**src/rtl/fft_in_buf32.sv**
```systemverilog
// fft_in_buf32: serial-to-parallel frame buffer ahead of the 32-point radix-2
// DIF first stage. Collects 32 signed samples in natural order and presents
// them as one flat bus (sample k at [k*IN_W +: IN_W]).
// Build option: define FFT_IN_BUF_DBL_EN for two ping-pong banks, which
// sustains one sample per clock; otherwise a single bank is used.
module fft_in_buf32 #(
  parameter int IN_W = 8
) (
  input  logic                   clk,
  input  logic                   rst_n,
  input  logic                   in_valid,
  output logic                   in_ready,
  input  logic signed [IN_W-1:0] in_data,
  input  logic                   in_sof,
  output logic                   out_valid,
  input  logic                   out_ready,
  output logic [32*IN_W-1:0]     out_data,
  output logic                   sof_err
);

`ifdef FFT_IN_BUF_DBL_EN
  localparam int NB = 2;
`else
  localparam int NB = 1;
`endif

  typedef enum logic [1:0] {
    EMPTY   = 2'd0,
    FILLING = 2'd1,
    FULL    = 2'd2
  } bank_st_e;

  bank_st_e               state_q [NB];
  bank_st_e               state_d [NB];
  logic                   fill_ptr_q, fill_ptr_d;
  logic                   rd_ptr_q, rd_ptr_d;
  logic [4:0]             wr_idx_q, wr_idx_d;
  logic                   sof_err_q, sof_err_d;
  logic signed [IN_W-1:0] mem_q [NB][32];

  logic                   accept;
  logic                   xfer;
  logic                   restart;
  logic [4:0]             wr_addr;

  // Handshake flags derive only from bank state, never from in_valid/out_ready
  always_comb begin
    in_ready  = 1'b0;
    out_valid = 1'b0;
    for (int b = 0; b < NB; b++) begin
      if (b == int'(fill_ptr_q)) in_ready  = (state_q[b] != FULL);
      if (b == int'(rd_ptr_q))   out_valid = (state_q[b] == FULL);
    end
  end

  assign accept  = in_valid && in_ready;
  assign xfer    = out_valid && out_ready;
  // An early start-of-frame throws away the partial frame and restarts at slot 0
  assign restart = in_sof && (wr_idx_q != 5'd0);
  assign wr_addr = in_sof ? 5'd0 : wr_idx_q;

  // Next-state: bank lifecycle, pointer toggles, write index and error pulse
  always_comb begin
    state_d    = state_q;
    fill_ptr_d = fill_ptr_q;
    rd_ptr_d   = rd_ptr_q;
    wr_idx_d   = wr_idx_q;
    sof_err_d  = 1'b0;
    for (int b = 0; b < NB; b++) begin
      if (xfer && (b == int'(rd_ptr_q))) state_d[b] = EMPTY;
      if (accept && !restart && (b == int'(fill_ptr_q)))
        state_d[b] = (wr_idx_q == 5'd31) ? FULL : FILLING;
    end
    if (accept) begin
      if (restart) begin
        wr_idx_d  = 5'd1;
        sof_err_d = 1'b1;
      end else begin
        wr_idx_d  = wr_idx_q + 5'd1;
      end
    end
`ifdef FFT_IN_BUF_DBL_EN
    if (xfer) rd_ptr_d = ~rd_ptr_q;
    if (accept && !restart && (wr_idx_q == 5'd31)) fill_ptr_d = ~fill_ptr_q;
`endif
  end

  // Control registers
  always_ff @(posedge clk or negedge rst_n) begin
    if (!rst_n) begin
      for (int b = 0; b < NB; b++) state_q[b] <= EMPTY;
      fill_ptr_q <= 1'b0;
      rd_ptr_q   <= 1'b0;
      wr_idx_q   <= 5'd0;
      sof_err_q  <= 1'b0;
    end else begin
      state_q    <= state_d;
      fill_ptr_q <= fill_ptr_d;
      rd_ptr_q   <= rd_ptr_d;
      wr_idx_q   <= wr_idx_d;
      sof_err_q  <= sof_err_d;
    end
  end

  // Sample storage; a FULL bank never sees in_ready, so it is never overwritten
  always_ff @(posedge clk or negedge rst_n) begin
    if (!rst_n) begin
      for (int b = 0; b < NB; b++)
        for (int k = 0; k < 32; k++)
          mem_q[b][k] <= '0;
    end else if (accept) begin
      for (int b = 0; b < NB; b++)
        if (b == int'(fill_ptr_q)) mem_q[b][wr_addr] <= in_data;
    end
  end

  // Parallel frame straight from the read bank's registers
  always_comb begin
    out_data = '0;
    for (int b = 0; b < NB; b++)
      if (b == int'(rd_ptr_q))
        for (int k = 0; k < 32; k++)
          out_data[k*IN_W +: IN_W] = mem_q[b][k];
  end

  assign sof_err = sof_err_q;

endmodule
```
**config.mk**
```make
export PLATFORM = sky130hd
export DESIGN_NAME = fft_in_buf32
export DESIGN_NICKNAME = d
export VERILOG_FILES = /design/src/rtl/fft_in_buf32.sv
export SDC_FILE = /design/constraint.sdc
export NUM_CORES = 1
export LEC_CHECK = 0
export ABC_AREA = 1
export BUFFER_PORTS_ARGS = -buffer_cell sky130_fd_sc_hd__buf_2
export CORE_ASPECT_RATIO = 1.2
export CORE_UTILIZATION = 38
export CTS_CLUSTER_DIAMETER = 30
export DETAILED_ROUTE_END_ITERATION = 6
export MAX_ROUTING_LAYER = met4
export PLACE_DENSITY_LB_ADDON = 0.08
export SLEW_MARGIN = 20
export SYNTH_ARGS = -nofsm -noshare
export SYNTH_HDL_FRONTEND = slang
export SYNTH_SLANG_ARGS = --single-unit
```
**constraint.sdc**
```tcl
create_clock -name clk -period 1.8 [get_ports clk]
set_input_delay 0.09 -clock clk [delete_from_list [all_inputs] [get_ports clk]]
set_output_delay 0.09 -clock clk [all_outputs]
set_load 0.03 [all_outputs]
```
==> results by group, run 1 <==
Worst hold path
  – Worst Hold Path EP: mem_q[170]
  – Hold path start: in_data[2]
  – Hold depth: 3
  – Hold/Removal Path Class: in2reg

Critical path
  – Critical path arrival: about 2.1 ns
  – Cell Chain, Critical Path: inv_1, nor2_1, buf_4, nand2_1, nand2_1, nand2_1
  – Setup crit start kind: register
  – Worst Path Required: between 2 and 2.5 ns
  – Kind of critical path: reg2reg
  – RR Startpoint: wr_idx_q[2]
  – Reg2Reg Depth: 6
  – Critical R2R Capture: mem_q[94]
  – Critical Path Max Stage Delay: 0.51 ns
  – Slowest CP cell: dfrtp_1
  – R2r setup slk: roughly 0.14 ns
  – Most common cell on crit path: nand2_1
  – Crit path max fanout: 12
  – CP Capture Type: register

Finish
  – Fin area: 14700 sq um
  – Post-Layout Cell Count: roughly 1900
  – Fillers: roughly 2600
  – N_diodes: 0
  – Synthesis-to-finish area growth: 39.3%
  – Final net count: 1571
  – Layout cells sized above 1: just under 30%

Route
  – Total wire length: between 30000 and 40000 microns
  – DR vias: 9269
  – Antenna-violating nets left: 0
  – DRT iter0 DRCs: approximately 580
  – Vias per std cell: 4.78
  – DRC: 0
  – DRT Pass-1 Iters: 4
  – Wire length per cell: 17.8 microns

Floorplanning
  – Initial Utilization: 38.8%
  – Die area: between 20000 and 30000 sq um
  – Std cell rows: 66
  – Core ar.: approximately 27000 sq um
  – Die H: 185 microns
  – # IOs: 272
  – Die W: 154 microns

Synth
  – Cells taking the most area after synthesis: dfrtp_1 (63%), nand2_1 (26%), nand3_1 (4.5%)
  – FFs w/ async S/R, synth: 100%
  – Leading register cell type out of synthesis: dfrtp_1
  – Mapped Avg Cell Area: 8.64 sq um
  – Number of enable flip-flop cells after synthesis: 0
  – Sequential-to-total area share from yosys stat: 62.5%
  – Most common cell in the netlist: nand2_1
  – Synth Register Bits: 264
  – Synth top area share: between 60% and 70%
  – Post-Synthesis Cells: 1223
  – Synthesized Nets: 1239
  – Mapped Area: 10600 sq um
  – Yosys warns: 0
  – Cell taking the most area after synthesis: dfrtp_1
  – Commonest cells post-synth: nand2_1 (725), dfrtp_1 (264), nand3_1 (95)
  – Synth cell types: 20

Placed design
  – Placed cells: 1824
  – DP Area: about 13000 sq um
  – DPL Wire Length: 22500 microns
  – Gpl congestion: 0.839
  – PortBufs: ~270

STA
  – Worst-margin pin slew: slightly below 0.9 ns
  – Slew HR: 41.1%
  – Tmin final: 1.66 ns
  – RSZ-0062 raised after global routing: no
  – Setup Viol. Count Final: 0
  – Highest Clock Rate: approximately 600 MHz
  – Setup_tns: 0 ns
  – Final slew viol count: 0
  – Hold Fails Final Rpt: 0
  – Period Utilization, post-route: 92.2%
  – Clk_skew: roughly 0.014 ns

Clock tree
  – H-Tree Depth: 2
  – Clk root buf: clkbuf_16
  – CTS tree: yes
  – TritonCTS Buffers: 55
  – Clk_lat worst skew: around 0.55 ns
  – Clock Pin Slew Worst Setup and Hold Paths: 0.05 ns
  – CTS Sinks: 264
  – Maximum clock path buffer count: 3

Job
  – Max-Cap Viols: 0

Power and ir drop
  – Power per cell area: around 1600 nW/um^2
  – Worst vdd ir: 857 uV
  – Leakage: about 8.7 nW

GRT
  – Total track usage: 25.4%
  – Pin count of the biggest net entering global routing: 80
  – Grt total ovfl: 0
  – Vias in the first global route: between 9000 and 10000
  – Initial antenna violation count: 0
  – Global-route wire length before repair: 53600 microns

Status
  – Status: completed
==> where the power goes <==
part | total (mW) | switching [mW] | internal (mW)
registers | 7.48 | 0.596 | 6.89
logic | 4.92 | 3.58 | 1.34
clock network | 10.7 | 3.33 | 7.37
==> layer usage <==
metal | vias up | GRT usage (%) | routed length (microns)
li1 | 4479 | - | -
met1 | 4403 | 33.8 | 15400
met2 | 320 | 38.6 | 15800
met3 | 67 | 5.85 | 2440
met4 | 0 | 7.80 | 836
met5 | - | - | 0
==> cells by family after synthesis <==
logic type / synth area share (%)
simple gates: 33.9
buf+inv: 2.49
fa+ha+maj: 0.355
compound gates: 0.675
flops: 62.5
==> critical path: cells and delay by family (launching register included) <==
kind                   cells  cell delay [ns]
and+or+nand+nor            4             0.59
DFF                        1             0.51
buffers and inverters      2             0.44
==> cell type report <==
cell class	instances	area [sq um]	share of cell area, %
clock inverters	39	497	3.38
clock buffers	64	1490	10.1
multi-input cells	899	3710	25.2
repair buffers	321	1920	13.1
well taps	340	425	2.89
flip-flops and latches	264	6610	44.9
inverters	14	52.6	0.357
==> placed cells by master (no fill, tap or decap), types with 5 or more instances in the layout <==
cell type,count
dlygate4sd3_1,8
clkinv_2,14
inv_6,6
buf_4,29
buf_2,270
inv_2,6
nor2_2,22
dfrtp_1,264
clkinv_4,5
nand2_1,719
nor2_1,19
buf_12,13
nand2_2,26
clkbuf_16,57
nand3_1,95
inv_1,8
bufinv_16,10
==> flip-flops by register name, indices dropped and copies added, names as in the netlist <==
signal and count:
mem_q 256, sof_err 1, state_q 2, wr_idx_q 5
==> stage by stage <==
stage	setup slack [ns]	total power [mW]	hold WS, ns	utilization [%]
5_1_grt	0.00322	24.1	0.0192	54.0
2_1_floorplan	0.400	10.6	-0.206	-
3_3_place_gp	0.0543	12.4	-0.0499	46.1
4_1_cts	0.000409	23.3	0.000870	53.7
6_report	0.141	23.1	0.0208	54.0
3_5_place_dp	0.00405	12.5	-0.0511	46.1
==> worst max-delay path by stage <==
stage                      from         end  slack (ns)  cells after the start
floorplan           wr_idx_q[4]  mem_q[200]        0.40                      7
global placement    wr_idx_q[0]  mem_q[156]        0.05                      8
detailed placement  wr_idx_q[0]  mem_q[159]       0.004                      8
CTS                 wr_idx_q[0]  mem_q[159]      0.0004                      8
global route        wr_idx_q[3]  mem_q[115]       0.003                      7
finish              wr_idx_q[2]   mem_q[94]        0.14                      6
==> timing repair <==
action,in CTS,in global routing
hold buffers,8,0
resized for setup,0,7
setup endpoints to repair,0,78
setup buffers,0,6
endpoints found under the hold margin,285,0
Note: power is estimated with default switching activity, not from simulation.
==> run 2: changes to the inputs <==
--- a/config.mk
+++ b/config.mk
@@ -12,7 +12,7 @@
 export CTS_CLUSTER_DIAMETER = 30
 export DETAILED_ROUTE_END_ITERATION = 6
 export MAX_ROUTING_LAYER = met4
-export PLACE_DENSITY_LB_ADDON = 0.08
+export PLACE_DENSITY_LB_ADDON = 0.1
 export SLEW_MARGIN = 20
 export SYNTH_ARGS = -nofsm -noshare
 export SYNTH_HDL_FRONTEND = slang
==> results by group, run 2 (synthesis gave the netlist of run 1 again) <==
GRT
  – Grt met3 use: 5.06% (-0.80 points)
  – Grt total ovfl: 0 (unchanged)
  – Global-route wire length before repair: 53700 microns (+0.10%)
  – Total track usage: 25.4% (-0.033 points)
  – Met2 GRT Util: 39.6% (+0.95 points)
  – Pin count of the biggest net entering global routing: 59 (-26%)
  – Met1 usage: 33.4% (-0.43 points)
  – Initial antenna violation count: 0 (unchanged)
  – Vias in the first global route: 9047 (-0.59%)
  – Most congested layer reported by global routing: met2

Clock tree
  – Clk root buf: clkbuf_16
  – H-Tree Depth: 2 (unchanged)
  – Maximum clock path buffer count: 3 (unchanged)
  – CTS Sinks: 264 (unchanged)
  – CTS tree: yes
  – Clk_lat worst skew: 0.56 ns (about the same)
  – Clock Pin Slew Worst Setup and Hold Paths: 0.06 ns (about the same)
  – TritonCTS Buffers: 51 (-7.3%)

Status
  – Status: completed

STA
  – Setup_tns: 0 ns (unchanged)
  – Tmin final: 1.68 ns (+0.0252 ns)
  – RSZ-0062 raised after global routing: yes
  – Clk_skew: 0.0248 ns (+0.0111 ns)
  – Slew HR: 58.8% (+18 points)
  – Highest Clock Rate: 594 MHz (-1.5%)
  – Hold Fails Final Rpt: 0 (unchanged)
  – Setup Viol. Count Final: 0 (unchanged)
  – Worst-margin pin slew: 0.619 ns (-0.262 ns)
  – Period Utilization, post-route: 93.6% (+1.4 points)
  – Final slew viol count: 0 (unchanged)

Critical path
  – Crit path max fanout: 9 (-3)
  – Critical path startpoint: wr_idx_q[3]
  – RR Startpoint: wr_idx_q[3]
  – Worst Path Required: 2.22 ns (about the same)
  – CP Capture Type: register
  – Kind of critical path: reg2reg
  – Critical path arrival: 2.10 ns (about the same)
  – Setup crit start kind: register

Finish
  – N_diodes: 0 (unchanged)
  – Commonest cells after routing, fill and taps aside: nand2_1 (723), buf_2 (270), dfrtp_1 (261), nand3_1 (95), clkbuf_16 (52)
  – Fin area: 14500 sq um (-1.7%)
  – Synthesis-to-finish area growth: 36.8%
  – Sequential standard cell area: 6610 sq um (about the same)
  – Layout cells sized above 1: 29.0% (-0.64 points)
  – Reg with most FFs: mem_q
  – Final net count: 1564 (-0.45%)
  – Multi-input gate area: 3710 sq um (about the same)
  – Leading cell type in the layout, fill and taps excluded: nand2_1
  – Biggest regs: mem_q: 256 flops, wr_idx_q: 5 flops, state_q: 2 flops
  – Fillers: 2636 (+1.2%)
  – Largest register FFs: 256 (unchanged)

Worst hold path
  – Hold path start: in_data[0]
  – Hold/Removal Path Class: in2reg

Route
  – Total wire length: 34400 microns (-0.17%)
  – Vias per std cell: 4.79 (+0.33%)
  – DR vias: 9237 (-0.35%)
  – Wire length per cell: 17.9 microns (+0.51%)
  – DRT Pass-1 Iters: 5 (+1)
  – Antenna-violating nets left: 0 (unchanged)
  – DRC: 0 (unchanged)
  – DRT iter0 DRCs: 457 (-21%)

Power and ir drop
  – Power per cell area: 1510 nW/um^2 (-3.8%)
  – Leakage: 8.54 nW (-2.0%)
  – Worst vdd ir: 1130 uV (+32%)
  – Power, Total: 21.8 mW (-5.4%)

Job
  – Max-Cap Viols: 0 (unchanged)

Floorplanning
  – # IOs: 272 (unchanged)
  – Die W: 154 microns (unchanged)
  – Std cell rows: 66 (unchanged)
  – Initial Utilization: 38.8% (unchanged)
  – Die area: 28500 sq um (unchanged)
  – Core ar.: 27300 sq um (unchanged)
  – Die H: 185 microns (unchanged)

Placed design
  – DPL Wire Length: 22100 microns (-1.5%)
  – PortBufs: 271 (unchanged)
  – DP Area: 12600 sq um (about the same)
  – Gpl congestion: 0.837 (-0.19%)
==> run 2: cell types whose count changed in the layout (fill, tap and decap cells not counted), moves of 3 or more <==
cell / change
clkinv_2: -7
bufinv_16: -5
clkbuf_16: -5
buf_4: -4
nand2_1: +4
nand2_2: -4
clkinvlp_4: +3
dfrtp_1: -3
dfrtp_2: +3
==> run 2: critical path: stages, from the launching register on <==
cell	delay, ns
dfrtp_1	0.45
inv_2	0.09
nor2_1	0.13
nand2_1	0.11
nor2_2	0.27
buf_4	0.24
nand2_2	0.13
nand2_1	0.09
nand2_1	0.05
==> run 2: metrics by stage <==
| stage | hold slack (ns) | setup slack (ns) | cells | utilization, % |
|---|---|---|---|---|
| floorplan | -0.206 | 0.400 | 1223 | - |
| global placement | 0.0542 | 0.0514 | 1823 | 46.1 |
| detailed placement | 0.0489 | 0.0318 | 1823 | 46.1 |
| CTS | 0.0167 | 0.00177 | 1924 | 52.8 |
| global route | 0.0674 | -0.0120 | 1928 | 53.0 |
| finish | 0.0398 | 0.116 | 1928 | 53.0 |
==> run 2: where the power goes <==
part	leakage [nW]	internal (mW)	switching, mW
clock	0.839	6.20	3.27
combinational	4.10	1.31	3.58
sequential	3.60	6.89	0.594
total	8.54	14.4	7.44
==> run 2: final timing paths <==
| check | end | slack, ns | cells past startpoint |
|---|---|---|---|
| setup / recovery | mem_q[38] | 0.12 | 8 |
| hold / removal | mem_q[8] | 0.04 | 3 |
| setup reg to reg | mem_q[38] | 0.12 | 8 |
| hold reg to reg | mem_q[236] | 0.46 | 2 |
| max in group asynchronous | mem_q[191] | 1.03 | 3 |
| min in group asynchronous | mem_q[128] | 0.06 | 2 |
==> run 2: per-layer routing <==
metal | wire length [microns] | share of wire (%)
met5 | 0 | 0
met4 | 765 | 2.2
met3 | 2110 | 6.1
met2 | 16100 | 47
met1 | 15400 | 45
==> run 2: repair_timing <==
| item | CTS | global route |
|---|---|---|
| endpoints found under the setup margin | 0 | 169 |
| setup buffers | 0 | 4 |
| gates resized for setup | 0 | 9 |
| hold buffers | 8 | 0 |
| hold endpoints to repair | 279 | 0 |
==> run 2: cell type report <==
cell class | count | area share, %
clock buffer | 61 | 9.51
clock inverter | 32 | 2.51
inverter | 14 | 0.390
timing repair buffer | 318 | 13.2
sequential | 264 | 45.7
multi-input combinational | 899 | 25.7
tap | 340 | 2.94
